`src/rtl/micro_pkg.sv`:
```
// micro_pkg: opcode/state encodings, instruction field positions and the flag
// bundle shared by micro_core_p and its iterative divider.
package micro_pkg;

  typedef enum logic [3:0] {
    OP_NOP  = 4'h0, OP_ADD  = 4'h1, OP_LDI  = 4'h2, OP_SUB  = 4'h3,
    OP_ADI  = 4'h4, OP_DIV  = 4'h5, OP_MUL  = 4'h6, OP_DEC  = 4'h7,
    OP_INC  = 4'h8, OP_NOR  = 4'h9, OP_NAND = 4'hA, OP_XOR  = 4'hB,
    OP_COMP = 4'hC, OP_CJMP = 4'hD, OP_JMP  = 4'hE, OP_HLT  = 4'hF
  } opcode_e;

  typedef enum logic [2:0] {
    ST_IF = 3'd0, ST_FD = 3'd1, ST_EX = 3'd2, ST_RWB = 3'd3, ST_HALT = 3'd4
  } state_e;

  localparam int OP_LSB  = 12;
  localparam int RA_LSB  = 8;
  localparam int RB_LSB  = 4;
  localparam int RD_LSB  = 0;
  localparam int FIELD_W = 4;

  typedef struct packed {
    logic cout;
    logic of;
    logic z;
    logic dz;
  } flags_t;

endpackage

```
`src/rtl/micro_div_iter.sv`:
```
// micro_div_iter: restoring divider, one quotient bit per cycle after a load
// cycle. A zero divisor is answered combinationally on start (all-ones, dz).
module micro_div_iter #(
  parameter int DATA_W = 8
) (
  input  logic              clk,
  input  logic              reset,
  input  logic              start,
  input  logic [DATA_W-1:0] dividend,
  input  logic [DATA_W-1:0] divisor,
  output logic              busy,
  output logic              done,
  output logic [DATA_W-1:0] quotient,
  output logic              dz
);

  localparam int CW = $clog2(DATA_W + 1);

  logic              busy_q;
  logic [CW-1:0]     cnt_q;
  logic [DATA_W-1:0] rem_q, rem_d, quo_q, quo_d, dvs_q;
  logic [DATA_W:0]   rem_sh, diff;

  // Remainder always stays below the divisor, so DATA_W bits hold it and the
  // top bit of diff is a clean borrow.
  always_comb begin
    rem_sh = {rem_q, quo_q[DATA_W-1]};
    diff   = rem_sh - {1'b0, dvs_q};
    rem_d  = rem_sh[DATA_W-1:0];
    quo_d  = {quo_q[DATA_W-2:0], 1'b0};
    if (!diff[DATA_W]) begin
      rem_d = diff[DATA_W-1:0];
      quo_d = {quo_q[DATA_W-2:0], 1'b1};
    end
  end

  assign dz       = start && (divisor == '0);
  assign busy     = busy_q;
  assign done     = busy_q && (cnt_q == CW'(1));
  assign quotient = dz ? '1 : quo_d;

  always_ff @(posedge clk) begin
    if (reset) begin
      busy_q <= 1'b0;
      cnt_q  <= '0;
      rem_q  <= '0;
      quo_q  <= '0;
      dvs_q  <= '0;
    end else if (start && !dz) begin
      busy_q <= 1'b1;
      cnt_q  <= CW'(DATA_W);
      rem_q  <= '0;
      quo_q  <= dividend;
      dvs_q  <= divisor;
    end else if (busy_q) begin
      rem_q <= rem_d;
      quo_q <= quo_d;
      cnt_q <= cnt_q - CW'(1);
      if (cnt_q == CW'(1)) busy_q <= 1'b0;
    end
  end

endmodule

```
`src/rtl/micro_core_p.sv`:
```
// micro_core_p: multicycle IF/FD/EX/RWB core with fetch handshake and HALT.
// Define MICRO_DIV_EN to make opcode 5 an iterative divide; otherwise it is a NOP.
module micro_core_p
  import micro_pkg::*;
#(
  parameter int DATA_W = 8,
  parameter int PC_W   = 8,
  parameter int REG_AW = 4
) (
  input  logic              clk,
  input  logic              reset,
  output logic              imem_req,
  output logic [PC_W-1:0]   imem_addr,
  input  logic [15:0]       imem_rdata,
  input  logic              imem_ack,
  input  logic              resume,
  output logic [3:0]        OPCODE,
  output logic [2:0]        state,
  output logic [PC_W-1:0]   PC,
  output logic [DATA_W-1:0] alu_out,
  output logic [DATA_W-1:0] W_Reg,
  output logic              Cout,
  output logic              OF,
  output logic              Z,
  output logic              DZ,
  output logic              halted
);

  state_e              state_q, state_d;
  logic [PC_W-1:0]     pc_q, pc_next;
  logic [15:0]         ir_q;
  logic [DATA_W-1:0]   a_q, b_q, w_q;
  flags_t              flg_q, flg_d;
  logic [DATA_W-1:0]   rf_q [2**REG_AW];

  opcode_e             op;
  logic [REG_AW-1:0]   ra_idx, rb_idx, rd_idx;
  logic [DATA_W-1:0]   opa, opb, res;
  logic [DATA_W:0]     sum;
  logic                cin, add_of, is_arith, is_alu, ex_done;
  logic [DATA_W-1:0]   div_q;
  logic                div_done, div_dz;

  assign op     = opcode_e'(ir_q[OP_LSB +: FIELD_W]);
  assign ra_idx = ir_q[RA_LSB +: REG_AW];
  assign rb_idx = ir_q[RB_LSB +: REG_AW];
  assign rd_idx = ir_q[RD_LSB +: REG_AW];

`ifdef MICRO_DIV_EN
  localparam bit DIV_EN = 1'b1;
  logic div_start, div_busy;
  assign div_start = (state_q == ST_EX) && (op == OP_DIV) && !div_busy;
  micro_div_iter #(.DATA_W(DATA_W)) u_div (
    .clk      (clk),
    .reset    (reset),
    .start    (div_start),
    .dividend (a_q),
    .divisor  (b_q),
    .busy     (div_busy),
    .done     (div_done),
    .quotient (div_q),
    .dz       (div_dz)
  );
`else
  localparam bit DIV_EN = 1'b0;
  assign div_q    = '0;
  assign div_done = 1'b0;
  assign div_dz   = 1'b0;
`endif

  assign is_alu   = (op >= OP_ADD) && (op <= OP_COMP) && (DIV_EN || op != OP_DIV);
  assign is_arith = (op == OP_ADD) || (op == OP_SUB) || (op == OP_ADI) ||
                    (op == OP_DEC) || (op == OP_INC);
  assign ex_done  = !(DIV_EN && op == OP_DIV) || div_dz || div_done;

  // One shared adder; SUB/DEC use A+~B+1 so the carry reads as no-borrow.
  always_comb begin
    opa = a_q;
    opb = b_q;
    cin = 1'b0;
    case (op)
      OP_SUB:  begin opb = ~b_q; cin = 1'b1; end
      OP_ADI:  opb = DATA_W'(ir_q[RB_LSB +: FIELD_W]);
      OP_DEC:  begin opa = b_q; opb = ~DATA_W'(1); cin = 1'b1; end
      OP_INC:  begin opa = b_q; opb = '0; cin = 1'b1; end
      default: ;
    endcase
    sum    = {1'b0, opa} + {1'b0, opb} + {{DATA_W{1'b0}}, cin};
    add_of = (opa[DATA_W-1] == opb[DATA_W-1]) && (sum[DATA_W-1] != opa[DATA_W-1]);

    case (op)
      OP_ADD, OP_SUB, OP_ADI, OP_DEC, OP_INC: res = sum[DATA_W-1:0];
      OP_LDI:  res = DATA_W'(ir_q[RB_LSB +: 2*FIELD_W]);
      OP_DIV:  res = div_q;
      OP_MUL:  res = a_q * b_q;
      OP_NOR:  res = ~(a_q | b_q);
      OP_NAND: res = ~(a_q & b_q);
      OP_XOR:  res = a_q ^ b_q;
      OP_COMP: res = ~b_q;
      default: res = '0;
    endcase

    flg_d = flg_q;
    if (is_alu) begin
      flg_d.cout = is_arith && sum[DATA_W];
      flg_d.of   = is_arith && add_of;
      flg_d.z    = (res == '0);
      if (op == OP_DIV) flg_d.dz = div_dz;
    end
  end

  always_comb begin
    pc_next = pc_q + PC_W'(1);
    case (op)
      OP_CJMP: if (a_q >= b_q) pc_next = pc_q + PC_W'(ir_q[RD_LSB +: FIELD_W]);
      OP_JMP:  pc_next = PC_W'(ir_q[RB_LSB +: 2*FIELD_W]);
      OP_HLT:  pc_next = pc_q;
      default: ;
    endcase
  end

  always_ff @(posedge clk) begin
    if (reset) state_q <= ST_IF;
    else       state_q <= state_d;
  end

  always_comb begin
    state_d  = state_q;
    imem_req = 1'b0;
    case (state_q)
      ST_IF: begin
        imem_req = !reset;
        if (imem_ack) state_d = ST_FD;
      end
      ST_FD:   state_d = ST_EX;
      ST_EX:   if (ex_done) state_d = ST_RWB;
      ST_RWB:  state_d = (op == OP_HLT) ? ST_HALT : ST_IF;
      ST_HALT: if (resume) state_d = ST_IF;
      default: state_d = ST_IF;
    endcase
  end

  always_ff @(posedge clk) begin
    if (reset) begin
      pc_q  <= '0;
      ir_q  <= '0;
      a_q   <= '0;
      b_q   <= '0;
      w_q   <= '0;
      flg_q <= '0;
      for (int i = 0; i < 2**REG_AW; i++) rf_q[i] <= '0;
    end else begin
      case (state_q)
        ST_IF: if (imem_ack) ir_q <= imem_rdata;
        ST_FD: begin
          a_q <= rf_q[ra_idx];
          b_q <= rf_q[rb_idx];
        end
        ST_EX: if (ex_done) begin
          if (is_alu) w_q <= res;
          flg_q <= flg_d;
        end
        ST_RWB: begin
          pc_q <= pc_next;
          if (is_alu) rf_q[rd_idx] <= w_q;
        end
        ST_HALT: if (resume) pc_q <= pc_q + PC_W'(1);
        default: ;
      endcase
    end
  end

  assign imem_addr = pc_q;
  assign PC        = pc_q;
  assign OPCODE    = ir_q[OP_LSB +: FIELD_W];
  assign state     = state_q;
  assign alu_out   = (state_q == ST_EX) ? res : '0;
  assign W_Reg     = w_q;
  assign Cout      = flg_q.cout;
  assign OF        = flg_q.of;
  assign Z         = flg_q.z;
  assign DZ        = DIV_EN && flg_q.dz;
  assign halted    = (state_q == ST_HALT);

endmodule

```
`config.mk`:
```
export PLATFORM = sky130hd
export DESIGN_NAME = micro_core_p
export DESIGN_NICKNAME = d
export VERILOG_FILES = /design/src/rtl/micro_pkg.sv /design/src/rtl/micro_div_iter.sv /design/src/rtl/micro_core_p.sv
export SDC_FILE = /design/constraint.sdc
export NUM_CORES = 1
export LEC_CHECK = 0
export BUFFER_PORTS_ARGS = -buffer_cell sky130_fd_sc_hd__buf_2
export CORE_UTILIZATION = 36
export DETAILED_ROUTE_END_ITERATION = 16
export GPL_ROUTABILITY_DRIVEN = 0
export HOLD_SLACK_MARGIN = 0.03
export SYNTH_ARGS = -nofsm -noshare
export SYNTH_HDL_FRONTEND = slang
export SYNTH_SLANG_ARGS = --single-unit
```
`constraint.sdc`:
```
create_clock -name clk -period 4.98 [get_ports clk]
set_input_delay 0.498 -clock clk [delete_from_list [all_inputs] [get_ports clk]]
set_output_delay 0.498 -clock clk [all_outputs]
set_load 0.03 [all_outputs]
```
==> impl_metrics.csv, run 1 <==
group,metric,value,unit
floorplan,fp.dieW,184.6,um
place,place_hpwl,25.40,mm
sta,min_period,4.974,ns
power,power_frac_clock,35.2,%
layout,final_common_cell,"and2_1",
sta,max_freq,0.2010,GHz
logic_synthesis,synth_cell_types,72,
clock_tree,cts-root-buf,"clkbuf_16",
layout,syn_to_final_growth,13.19,%
setup_path,end_kind,"output port",
drt,wl,35.24,mm
clock_tree,h-tree-depth,4,
clock_tree,cts.sinks,182,
sta,slew_headroom,35.38,%
setup_path,startpoint,"b_q[3]",
drt,first_iter_violations,771,
logic_synthesis,synth-seq-area-share,41.03,%
setup_path,r2r_setup_slack,0.83,ns
power,ir_drop,0.0002912,V
global_routing,grt_max_degree,60,
floorplan,core-area,32700,sq um
logic_synthesis,synth_seq_cells,182,
logic_synthesis,yosys_warnings,0,
power,seq_power_share,46.8,%
clock_tree,clkTransAtPathRegs,0.07,ns
layout,num_antenna_cells,0,
clock_tree,clock_path_buffers,2,
setup_path,r2r_start,"a_q[2]",
logic_synthesis,synth_xor_area_share,2.241,%
drt,ant_nets,0,
setup_path,cp_max_fo,5,
global_routing,gr-total-overflow,0,
setup_path,reg2reg_to,"Z",
logic_synthesis,synth-async-reset-ratio,0,%
global_routing,grt_util_all_layers,21.35,%
logic_synthesis,synth_adder_area_share,7.922,%
status,status,"complete, no violations",
drt,vias,9005,
logic_synthesis,synthFlopType,"edfxtp_1",
drt,drt_first_pass_iters,7,
sta,rsz0062_at_grt,"yes",
power,p_leak,5.162,nW
drt,wl_per_cell,21.66,um
setup_path,reg2regPathDepth,16,
clock_tree,cts_tree,"yes",
sta,tns,0,ns
logic_synthesis,avgSynthCellArea,10.70,sq um
power,p_int,2.646,mW
drt,met1Wirelength,15.15,mm
logic_synthesis,synth_nets,1209,
drt,routed_via_density,5.535,
drt,top_layer_used,"met4",
logic_synthesis,synth_edf_count,128,
drt,drc,0,
place,placed_cell_area,12880,sq um
sta,worst-slew-pin-transition,0.9651,ns
setup_path,cp-start-kind,"flop",
clock_tree,hold_buffers,0,
layout,final_nets,1259,
flow_run,drv.max_cap_violation_count,0,
logic_synthesis,synth_compound_area_share,10.36,%
power,powerDensity,275.6,nW/um^2
floorplan,rows,66,
min_path,min_path_type,"input pin to flop",
layout,design_area,13590,sq um
setup_path,setup.worst_path.end,"alu_out[7]",
floorplan,initial_core_util,36.71,%
sta,min_period_over_period,99.88,%
clock_tree,clock_latency,0.45,ns
power,power.share.combinational,18.0,%
floorplan,fp.dieH,184.6,um
sta,final_hold_viol_count,0,
layout,drive_gt1_share,23.12,%
logic_synthesis,synthMuxAreaShare,15.76,%
layout,layout_common_cells,"133 x and2_1, 128 x edfxtp_1, 121 x nand2_1, 80 x nor2_1, 80 x mux4_2",
logic_synthesis,synth-simple-area-share,17.45,%
setup_path,cp.required,4.48,ns
clock_tree,cts_buffers,17,
sta,skew,0.01060,ns
drt,wl_met2,16.49,mm
drt,wl_met3,2.376,mm
power,switching_power,1.098,mW
min_path,holdCritStartpoint,"imem_rdata[11]",
global_routing,grt_pass1_vias,8661,
floorplan,num_io_pins,65,
power,swShare,29.33,%
global_routing,antenna_found_initial,0,
sta,setup_violations,0,
setup_path,crit_type,"flop to output port",
sta,whs,0.2906,ns
place,portBuffers,63,
setup_path,arrival,4.48,ns
logic_synthesis,synth_top_family_by_area,"simple AND/OR/NAND/NOR gates",
logic_synthesis,synthCells,1122,
floorplan,die_area,34080,sq um
sta,slew_violations,0,
logic_synthesis,netlist_area,12000,sq um
global_routing,grt_pass1_wl,53.46,mm
[synth_stat cells, drive strengths merged (4+ instances only)]
cell type  instances  area share [%]
a211oi            10            0.63
a21o               7            0.44
a21oi             74             3.1
a221oi             4            0.29
a22oi             10            0.67
a2bb2oi            8            0.58
and2             134             7.0
buf               30             1.6
clkbuf            56             1.8
dfxtp             54             9.0
edfxtp           128              32
fa                15             2.5
ha                52             5.4
inv               59             1.8
mux2i              9            0.75
mux4              80              15
nand2            122             3.8
nand2b            12            0.65
nand3              9            0.38
nand3b             4            0.25
nor2              82             2.6
nor2b              4            0.21
nor3              17            0.75
nor3b              5            0.31
o211ai             4            0.25
o21ai             37             1.5
o221ai             5            0.36
o22ai             13            0.68
or2                7            0.36
xnor2             20             1.5
[kinds of logic after synthesis]
family          after synthesis
simple gates                414
compound gates              197
flops                       182
buf+inv                     146
mux                          89
fa+ha+maj                    67
xor+xnor                     26
other cells                   1
[stage by stage]
| stage | util, % | setup WS, ns | std cells | power (mW) |
|---|---|---|---|---|
| floorplan | - | 0.1919 | 1122 | 2.215 |
| global placement | 39.37 | -0.03329 | 1593 | 2.438 |
| detailed placement | 39.37 | -0.09654 | 1593 | 2.444 |
| CTS | 41.43 | -0.03799 | 1627 | 3.754 |
| global route | 41.55 | -0.09489 | 1627 | 3.867 |
| finish | 41.55 | 0.005904 | 1627 | 3.745 |
[final cells by class]
type | count | area [sq um]
clock buffer | 19 | 464.2
sequential | 182 | 4945
multi-input combinational | 794 | 6561
clock inverter | 13 | 108.9
tap | 442 | 553.0
inverter | 60 | 225.2
timing repair buffer | 117 | 729.5
fill | 3215 | 19110
[repair_timing]
action	CTS	global route
gates resized for setup	25	11
setup buffers	2	0
pin swaps	12	1
endpoints found under the setup margin	2	3
[worst max-delay path, cell delays in order, from the launching register on]
cell	delay, ns
dfxtp_4	0.37
ha_4	0.16
fa_1	0.49
ha_1	0.33
fa_1	0.54
inv_1	0.05
fa_2	0.36
xor2_2	0.19
xnor3_1	0.22
xnor3_1	0.24
xnor3_1	0.38
o41ai_2	0.32
o21ai_1	0.13
inv_1	0.13
buf_6	0.14
[registers in the layout, indices dropped and copies added (netlist names), 3 cells and up]
| name | cells |
|---|---|
| PC | 8 |
| state | 3 |
| rf_q | 128 |
| b_q | 8 |
| W_Reg | 8 |
| ir_q | 16 |
| a_q | 8 |
[power by group through the flow]
stage	logic [mW]	clock network [mW]	registers, mW
4_1_cts	0.665	1.34	1.75
3_5_place_dp	0.659	0	1.79
5_1_grt	0.720	1.38	1.76
2_1_floorplan	0.466	0	1.75
3_3_place_gp	0.656	0	1.78
6_report	0.673	1.32	1.75
[per-layer routing]
layer	vias up	GRT usage (%)
met5	-	0
met2	363	33.89
met4	0	8.833
met3	69	4.169
li1	4138	-
met1	4435	28.45
[worst min path at each step]
stage / cells after the start / slack (ns) / endpoint
6_report: 3 / 0.29 / ir_q[11]
5_1_grt: 3 / 0.30 / ir_q[8]
2_1_floorplan: 2 / 0.48 / a_q[0]
3_5_place_dp: 2 / 0.46 / Cout
4_1_cts: 3 / 0.28 / ir_q[12]
3_3_place_gp: 2 / 0.46 / Cout
Power figures use the tool's default switching activity.
==> run 2, diff against run 1 <==
- ABC_AREA: default -> 1
- SKIP_CTS_REPAIR_TIMING: default -> 1
==> run 2 against run 1 <==
  * Utilization decreased by 0.59 points
  * Final cell count up 28%
  * Final area shrank 0.93%
  * Via count rose by 26%
  * Power increased by 9.4%
  * Hold slack gained 0.044 ns
  * Clock skew up 0.00056 ns
  * Global-route usage up 2.2 points
  * Non-clock buffer count fell by 29
  * Clock-buffer cell count rose by 8
  * Critical path type unchanged
  * Critical endpoint is now alu_out[6]
  * Largest power group unchanged
==> impl_metrics.csv, run 2 <==
group,metric,value,unit
sta,skew,0.01116,ns
drt,wl_per_cell,19.11,um
setup_path,cp.required,4.48,ns
logic_synthesis,synth_nets,1698,
drt,ant_nets,0,
flow_run,drv.max_cap_violation_count,0,
place,placed_cells_incl_taps,2047,
drt,vias,11359,
logic_synthesis,synthCells,1611,
sta,worst_slack,0.2130,ns
setup_path,crit_top_cell,"inv_1",
status,status,"complete, no violations",
setup_path,cp_max_fo,7,
logic_synthesis,synth_edf_count,128,
power,ir_drop,0.0002551,V
clock_tree,clock_path_buffers,2,
sta,worst-slew-pin-transition,1.268,ns
logic_synthesis,synth-async-reset-ratio,0,%
place,place_hpwl,28.30,mm
floorplan,rows,66,
min_path,holdCritStartpoint,"imem_rdata[1]",
layout,top_register,"rf_q",
sta,min_period,4.767,ns
floorplan,core-area,32870,sq um
global_routing,grt_max_degree,76,
place,placed_cell_area,12750,sq um
layout,drive_gt1_share,9.573,%
setup_path,slowest_stage,"fa_1",
logic_synthesis,ys_top_cells_by_count,"273 x nand2_1, 233 x o21ai_0, 215 x inv_1, 209 x nor2_1, 136 x a21oi_1",
min_path,hold_depth,3,
floorplan,die_area,34410,sq um
setup_path,end_kind,"output port",
setup_path,crit_chain,"buf_4 > ha_1 > inv_1 > fa_1 > inv_1 > fa_1 > ha_1 > inv_1 > fa_1 > inv_1 > ha_1 > nand2_1 > nand2_1 > a31oi_1 > nor2_1 > nor2_1 > nor2_1 > a21oi_2 > buf_6",
logic_synthesis,synth-seq-area-share,40.63,%
power,powerDensity,304.5,nW/um^2
clock_tree,clock_latency,0.45,ns
setup_path,cp-start-kind,"flop",
layout,final_util,40.95,%
logic_synthesis,avgSynthCellArea,7.524,sq um
clock_tree,cts-root-buf,"clkbuf_16",
power,p_total,4.099,mW
floorplan,fp.dieH,185.5,um
logic_synthesis,synthFlopType,"edfxtp_1",
drt,routed_via_density,5.456,
global_routing,grt_util_all_layers,23.51,%
layout,design_area,13460,sq um
drt,drc,0,
setup_path,r2r_start,"a_q[2]",
logic_synthesis,synth.area.top_cells,"edfxtp_1 32%, o21ai_0 9.6%, dfxtp_1 8.9%",
global_routing,antenna_found_initial,0,
layout,layout_common_cells,"271 x nand2_1, 233 x o21ai_0, 214 x inv_1, 209 x nor2_1, 135 x a21oi_1",
logic_synthesis,synth_cell_types,45,
logic_synthesis,synth_area_leader_cell,"edfxtp_1",
setup_path,reg2reg_to,"Z",
min_path,min_to,"ir_q[1]",
sta,final_hold_viol_count,0,
layout,syn_to_final_growth,11.04,%
global_routing,gr-total-overflow,0,
floorplan,num_io_pins,65,
setup_path,r2r_setup_slack,0.84,ns
layout,final_common_cell,"nand2_1",
clock_tree,clkTransAtPathRegs,0.07,ns
setup_path,max_stage_delay,0.48,ns
sta,setup_violations,0,
drt,first_iter_violations,1278,
setup_path,crit_type,"flop to output port",
clock_tree,cts_buffers,17,
min_path,min_path_type,"input pin to flop",
logic_synthesis,yosys_warnings,0,
setup_path,reg2regPathDepth,22,
layout,multiInputGateArea,5969,sq um
floorplan,initial_core_util,36.88,%
layout,stdcell_count,2082,
clock_tree,cts_tree,"yes",
power,p_leak,5.834,nW
logic_synthesis,netlist.area_leader.share,31.71,%
sta,min_period_over_period,95.72,%
setup_path,arrival,4.27,ns
clock_tree,cts.sinks,182,
drt,wl,39.79,mm
sta,max_freq,0.2098,GHz
layout,final_nets,1714,
global_routing,grt_pass1_vias,10500,
drt,drt_first_pass_iters,6,
floorplan,fp.dieW,185.5,um
place,dpl_worst_slack,0.3006,ns
logic_synthesis,netlist_area,12120,sq um
sta,slew_violations,0,
sta,slew_headroom,15.35,%
layout,num_antenna_cells,0,
layout,num-fill-cells,3409,
logic_synthesis,synthMostInstantiatedCell,"nand2_1",
clock_tree,h-tree-depth,4,
layout,largest_reg_flops,128,
logic_synthesis,synth_seq_cells,182,
global_routing,grt_pass1_wl,60.51,mm
place,portBuffers,63,
layout,seq_area,4936,sq um
layout,largestRegisters,"rf_q (128), ir_q (16)",
[run 2: cell types whose count changed after synthesis, moves of 11 or more]
| cell | previous run | this run |
|---|---|---|
| a211oi_1 | 10 | 46 |
| a21oi_1 | 74 | 136 |
| and2_1 | 133 | 0 |
| inv_1 | 59 | 215 |
| mux4_2 | 80 | 0 |
| nand2_1 | 122 | 273 |
| nand2b_1 | 11 | 0 |
| nand3_1 | 9 | 53 |
| nor2_1 | 82 | 209 |
| o21ai_0 | 37 | 233 |
| o32ai_1 | 1 | 16 |
| xnor2_1 | 20 | 6 |
[run 2: how the worst max path moves through the flow]
stage,end,depth (start not counted),start,slack [ns]
finish,alu_out[6],19,a_q[2],0.21
global route,alu_out[6],19,a_q[2],-0.01
CTS,alu_out[7],19,a_q[3],-0.20
detailed placement,alu_out[7],19,a_q[3],0.30
global placement,alu_out[7],19,a_q[3],0.32
floorplan,alu_out[7],19,b_q[2],0.71
[run 2: area by class of cell]
cell class / count / share of cell area (%)
clock buffer: 27 / 4.136
timing repair buffer: 88 / 3.830
multi-input combinational: 1105 / 44.35
clock inverter: 5 / 0.4090
sequential: 182 / 36.67
tap: 442 / 4.109
inverter: 233 / 6.497
[run 2: metal layers]
layer	vias up	track usage, %	share of wire [%]
met5	-	0	0
met4	0	12.76	5.2
met3	115	3.111	6.5
met2	499	38.94	48
met1	5365	29.67	41
li1	5380	-	-
[run 2: cells by family (layout without fill, tap and decap cells)]
logic type / after synthesis / in the layout / synth area share, %
AND/OR/NAND/NOR: 571 / 571 / 19.34
AO/OA/AOI/OAI: 450 / 450 / 20.41
buffers and inverters: 324 / 353 / 10.59
adder cells (fa/ha/maj): 67 / 67 / 7.845
flip-flops: 182 / 182 / 40.63
other: 1 / 1 / 0.03094
XOR/XNOR: 16 / 16 / 1.156
[run 2: power by group]
| group | total (mW) | switching (mW) | internal [mW] |
|---|---|---|---|
| clock | 1.42 | 0.600 | 0.821 |
| sequential | 1.74 | 0.0609 | 1.68 |
| combinational | 0.935 | 0.670 | 0.264 |
[run 2: worst max-delay path: cells and delay by family, from the launching register on]
| family | cells | cell delay (ns) |
|---|---|---|
| compound gates | 2 | 0.40 |
| fa+ha+maj | 6 | 2.08 |
| buf+inv | 6 | 0.55 |
| flops | 1 | 0.36 |
| simple gates | 5 | 0.43 |
[run 2: stage by stage]
stage                     setup TNS (ns)  hold slack [ns]
after floorplan                        0           0.4883
after global placement                 0           0.4584
after detailed placement               0           0.4569
after CTS                        -0.2090           0.3363
after global routing            -0.01195           0.3604
final                                  0           0.3347
==> run 3, diff against run 2 <==
--- a/config.mk
+++ b/config.mk
@@ -9,4 +9,5 @@
 export BUFFER_PORTS_ARGS = -buffer_cell sky130_fd_sc_hd__buf_2
 export CORE_UTILIZATION = 36
+export CTS_BUF_LIST = sky130_fd_sc_hd__clkbuf_8
 export DETAILED_ROUTE_END_ITERATION = 16
 export GPL_ROUTABILITY_DRIVEN = 0
==> constraint.sdc (replaced) <==
create_clock -name clk -period 4.98 [get_ports clk]
set_input_delay 0.747 -clock clk [delete_from_list [all_inputs] [get_ports clk]]
set_output_delay 0.747 -clock clk [all_outputs]
set_load 0.03 [all_outputs]
==> run 3 against run 2 <==
  * Critical path depth decreased by 1
  * Sequential cell count unchanged
  * Routed wire length increased by 0.84%
  * Highest routed layer unchanged
  * Utilization decreased by 0.14 points
  * Final area decreased by 0.34%
  * Combinational power increased by 2.2%
==> impl_metrics.csv, run 3 (synthesis results as in run 2) <==
group,metric,value,unit
clock_tree,cts_tree,"yes",
setup_path,cp-start-kind,"flop",
layout,num-fill-cells,3407,
drt,drt_first_pass_iters,7,
sta,min_period,4.935,ns
setup_path,cp_max_fo,6,
drt,wl_per_cell,19.21,um
setup_path,r2r_start,"a_q[1]",
place,place_hpwl,28.68,mm
sta,worst-slew-pin-transition,1.296,ns
clock_tree,clock_path_buffers,2,
sta,max_freq,0.2026,GHz
sta,skew,0.02546,ns
layout,design_area,13410,sq um
global_routing,antenna_found_initial,0,
setup_path,reg2regPathDepth,21,
drt,ant_nets,0,
global_routing,grt_max_degree,76,
min_path,min_path_type,"flop to flop",
global_routing,grt_pass1_vias,10425,
floorplan,core-area,32870,sq um
clock_tree,cts.sinks,182,
layout,final_nets,1721,
power,power.share.combinational,25.0,%
global_routing,grt_util_all_layers,23.66,%
power,seq_power_share,45.6,%
setup_path,crit_type,"flop to output port",
floorplan,fp.dieW,185.5,um
floorplan,num_io_pins,65,
drt,routed_via_density,5.501,
place,placed_cell_area,12780,sq um
global_routing,grt_pass1_wl,60.78,mm
sta,rsz0062_at_grt,"yes",
drt,drc,0,
power,ir_drop,0.0001725,V
clock_tree,cts-root-buf,"clkbuf_8",
sta,whs,0.4709,ns
floorplan,rows,66,
layout,largestRegisters,"rf_q (128), ir_q (16)",
layout,syn_to_final_growth,10.66,%
layout,top_register,"rf_q",
place,portBuffers,63,
floorplan,die_area,34410,sq um
power,p_leak,5.792,nW
floorplan,fp.dieH,185.5,um
power,switching_power,1.310,mW
sta,min_period_over_period,99.10,%
power,swShare,34.26,%
status,status,"complete, no violations",
clock_tree,cts_buffers,17,
layout,layout_common_cells,"267 x nand2_1, 233 x o21ai_0, 208 x inv_1, 207 x nor2_1, 135 x a21oi_1",
layout,drive_gt1_share,11.35,%
layout,multiInputGateArea,6033,sq um
drt,wl,40.13,mm
setup_path,arrival,4.19,ns
setup_path,r2r_setup_slack,1.05,ns
clock_tree,clkTransAtPathRegs,0.11,ns
setup_path,cp.required,4.23,ns
layout,seq_area,4941,sq um
sta,slew_headroom,11.34,%
power,powerDensity,285.1,nW/um^2
sta,setup_violations,0,
setup_path,reg2reg_to,"Z",
global_routing,gr-total-overflow,0,
clock_tree,h-tree-depth,4,
min_path,hold_depth,2,
floorplan,initial_core_util,36.88,%
power,p_int,2.514,mW
drt,vias,11491,
power,power_frac_clock,29.4,%
layout,final_common_cell,"nand2_1",
layout,largest_reg_flops,128,
layout,num_antenna_cells,0,
min_path,min_to,"Cout",
min_path,holdCritStartpoint,"Cout",
sta,slew_violations,0,
sta,final_hold_viol_count,0,
setup_path,end_kind,"output port",
flow_run,drv.max_cap_violation_count,0,
drt,first_iter_violations,1548,
clock_tree,clock_latency,0.49,ns
run 3: metrics by stage:
stage	cells	setup TNS (ns)	total power [mW]	worst slack (ns)	utilization, %
final	2089	0	3.825	0.04506	40.81
after global routing	2089	-0.2051	3.993	-0.1105	40.81
after CTS	2083	-0.6771	3.788	-0.3991	40.19
after detailed placement	2051	0	2.682	0.1387	38.88
after global placement	2051	0	2.672	0.1332	38.88
after floorplan	1611	0	2.376	0.4607	-
run 3: worst max-delay path by stage:
| stage | from | endpoint | slack (ns) |
|---|---|---|---|
| final | b_q[3] | alu_out[7] | 0.05 |
| after CTS | b_q[4] | alu_out[7] | -0.40 |
| after global routing | b_q[4] | alu_out[7] | -0.11 |
| after detailed placement | b_q[4] | alu_out[7] | 0.14 |
| after global placement | b_q[4] | alu_out[7] | 0.13 |
| after floorplan | b_q[2] | alu_out[7] | 0.46 |
run 3: worst max-delay path: stages (launching register included):
cell      delay (ns)
dfxtp_2         0.35
buf_4           0.16
ha_4            0.16
fa_1            0.55
ha_4            0.21
fa_1            0.52
inv_2           0.04
fa_1            0.50
inv_2           0.05
ha_4            0.22
inv_4           0.05
o21bai_1        0.05
a31oi_1         0.19
nand3_1         0.15
nand3_4         0.10
nand3_2         0.10
nand2_2         0.13
inv_2           0.04
buf_6           0.12
run 3: final cells by class:
cell class / count / area share (%)
flip-flops and latches: 182 / 36.83
clock inverters: 14 / 1.362
inverters: 233 / 6.539
multi-input cells: 1105 / 44.98
clock buffers: 18 / 1.847
well taps: 442 / 4.123
repair buffers: 95 / 4.319
run 3: layer usage:
metal	vias up	wire, um	global-route usage (%)
met5	-	0	0
met4	0	1788	11.77
met3	111	2887	3.463
met2	544	19070	38.56
met1	5431	16390	30.54
li1	5405	-	-
run 3: power by group through the flow:
stage | logic (mW) | registers, mW | clock network (mW)
final | 0.956 | 1.74 | 1.12
after global routing | 1.04 | 1.75 | 1.20
after CTS | 0.911 | 1.74 | 1.14
after detailed placement | 0.907 | 1.77 | 0
after global placement | 0.901 | 1.77 | 0
after floorplan | 0.610 | 1.77 | 0
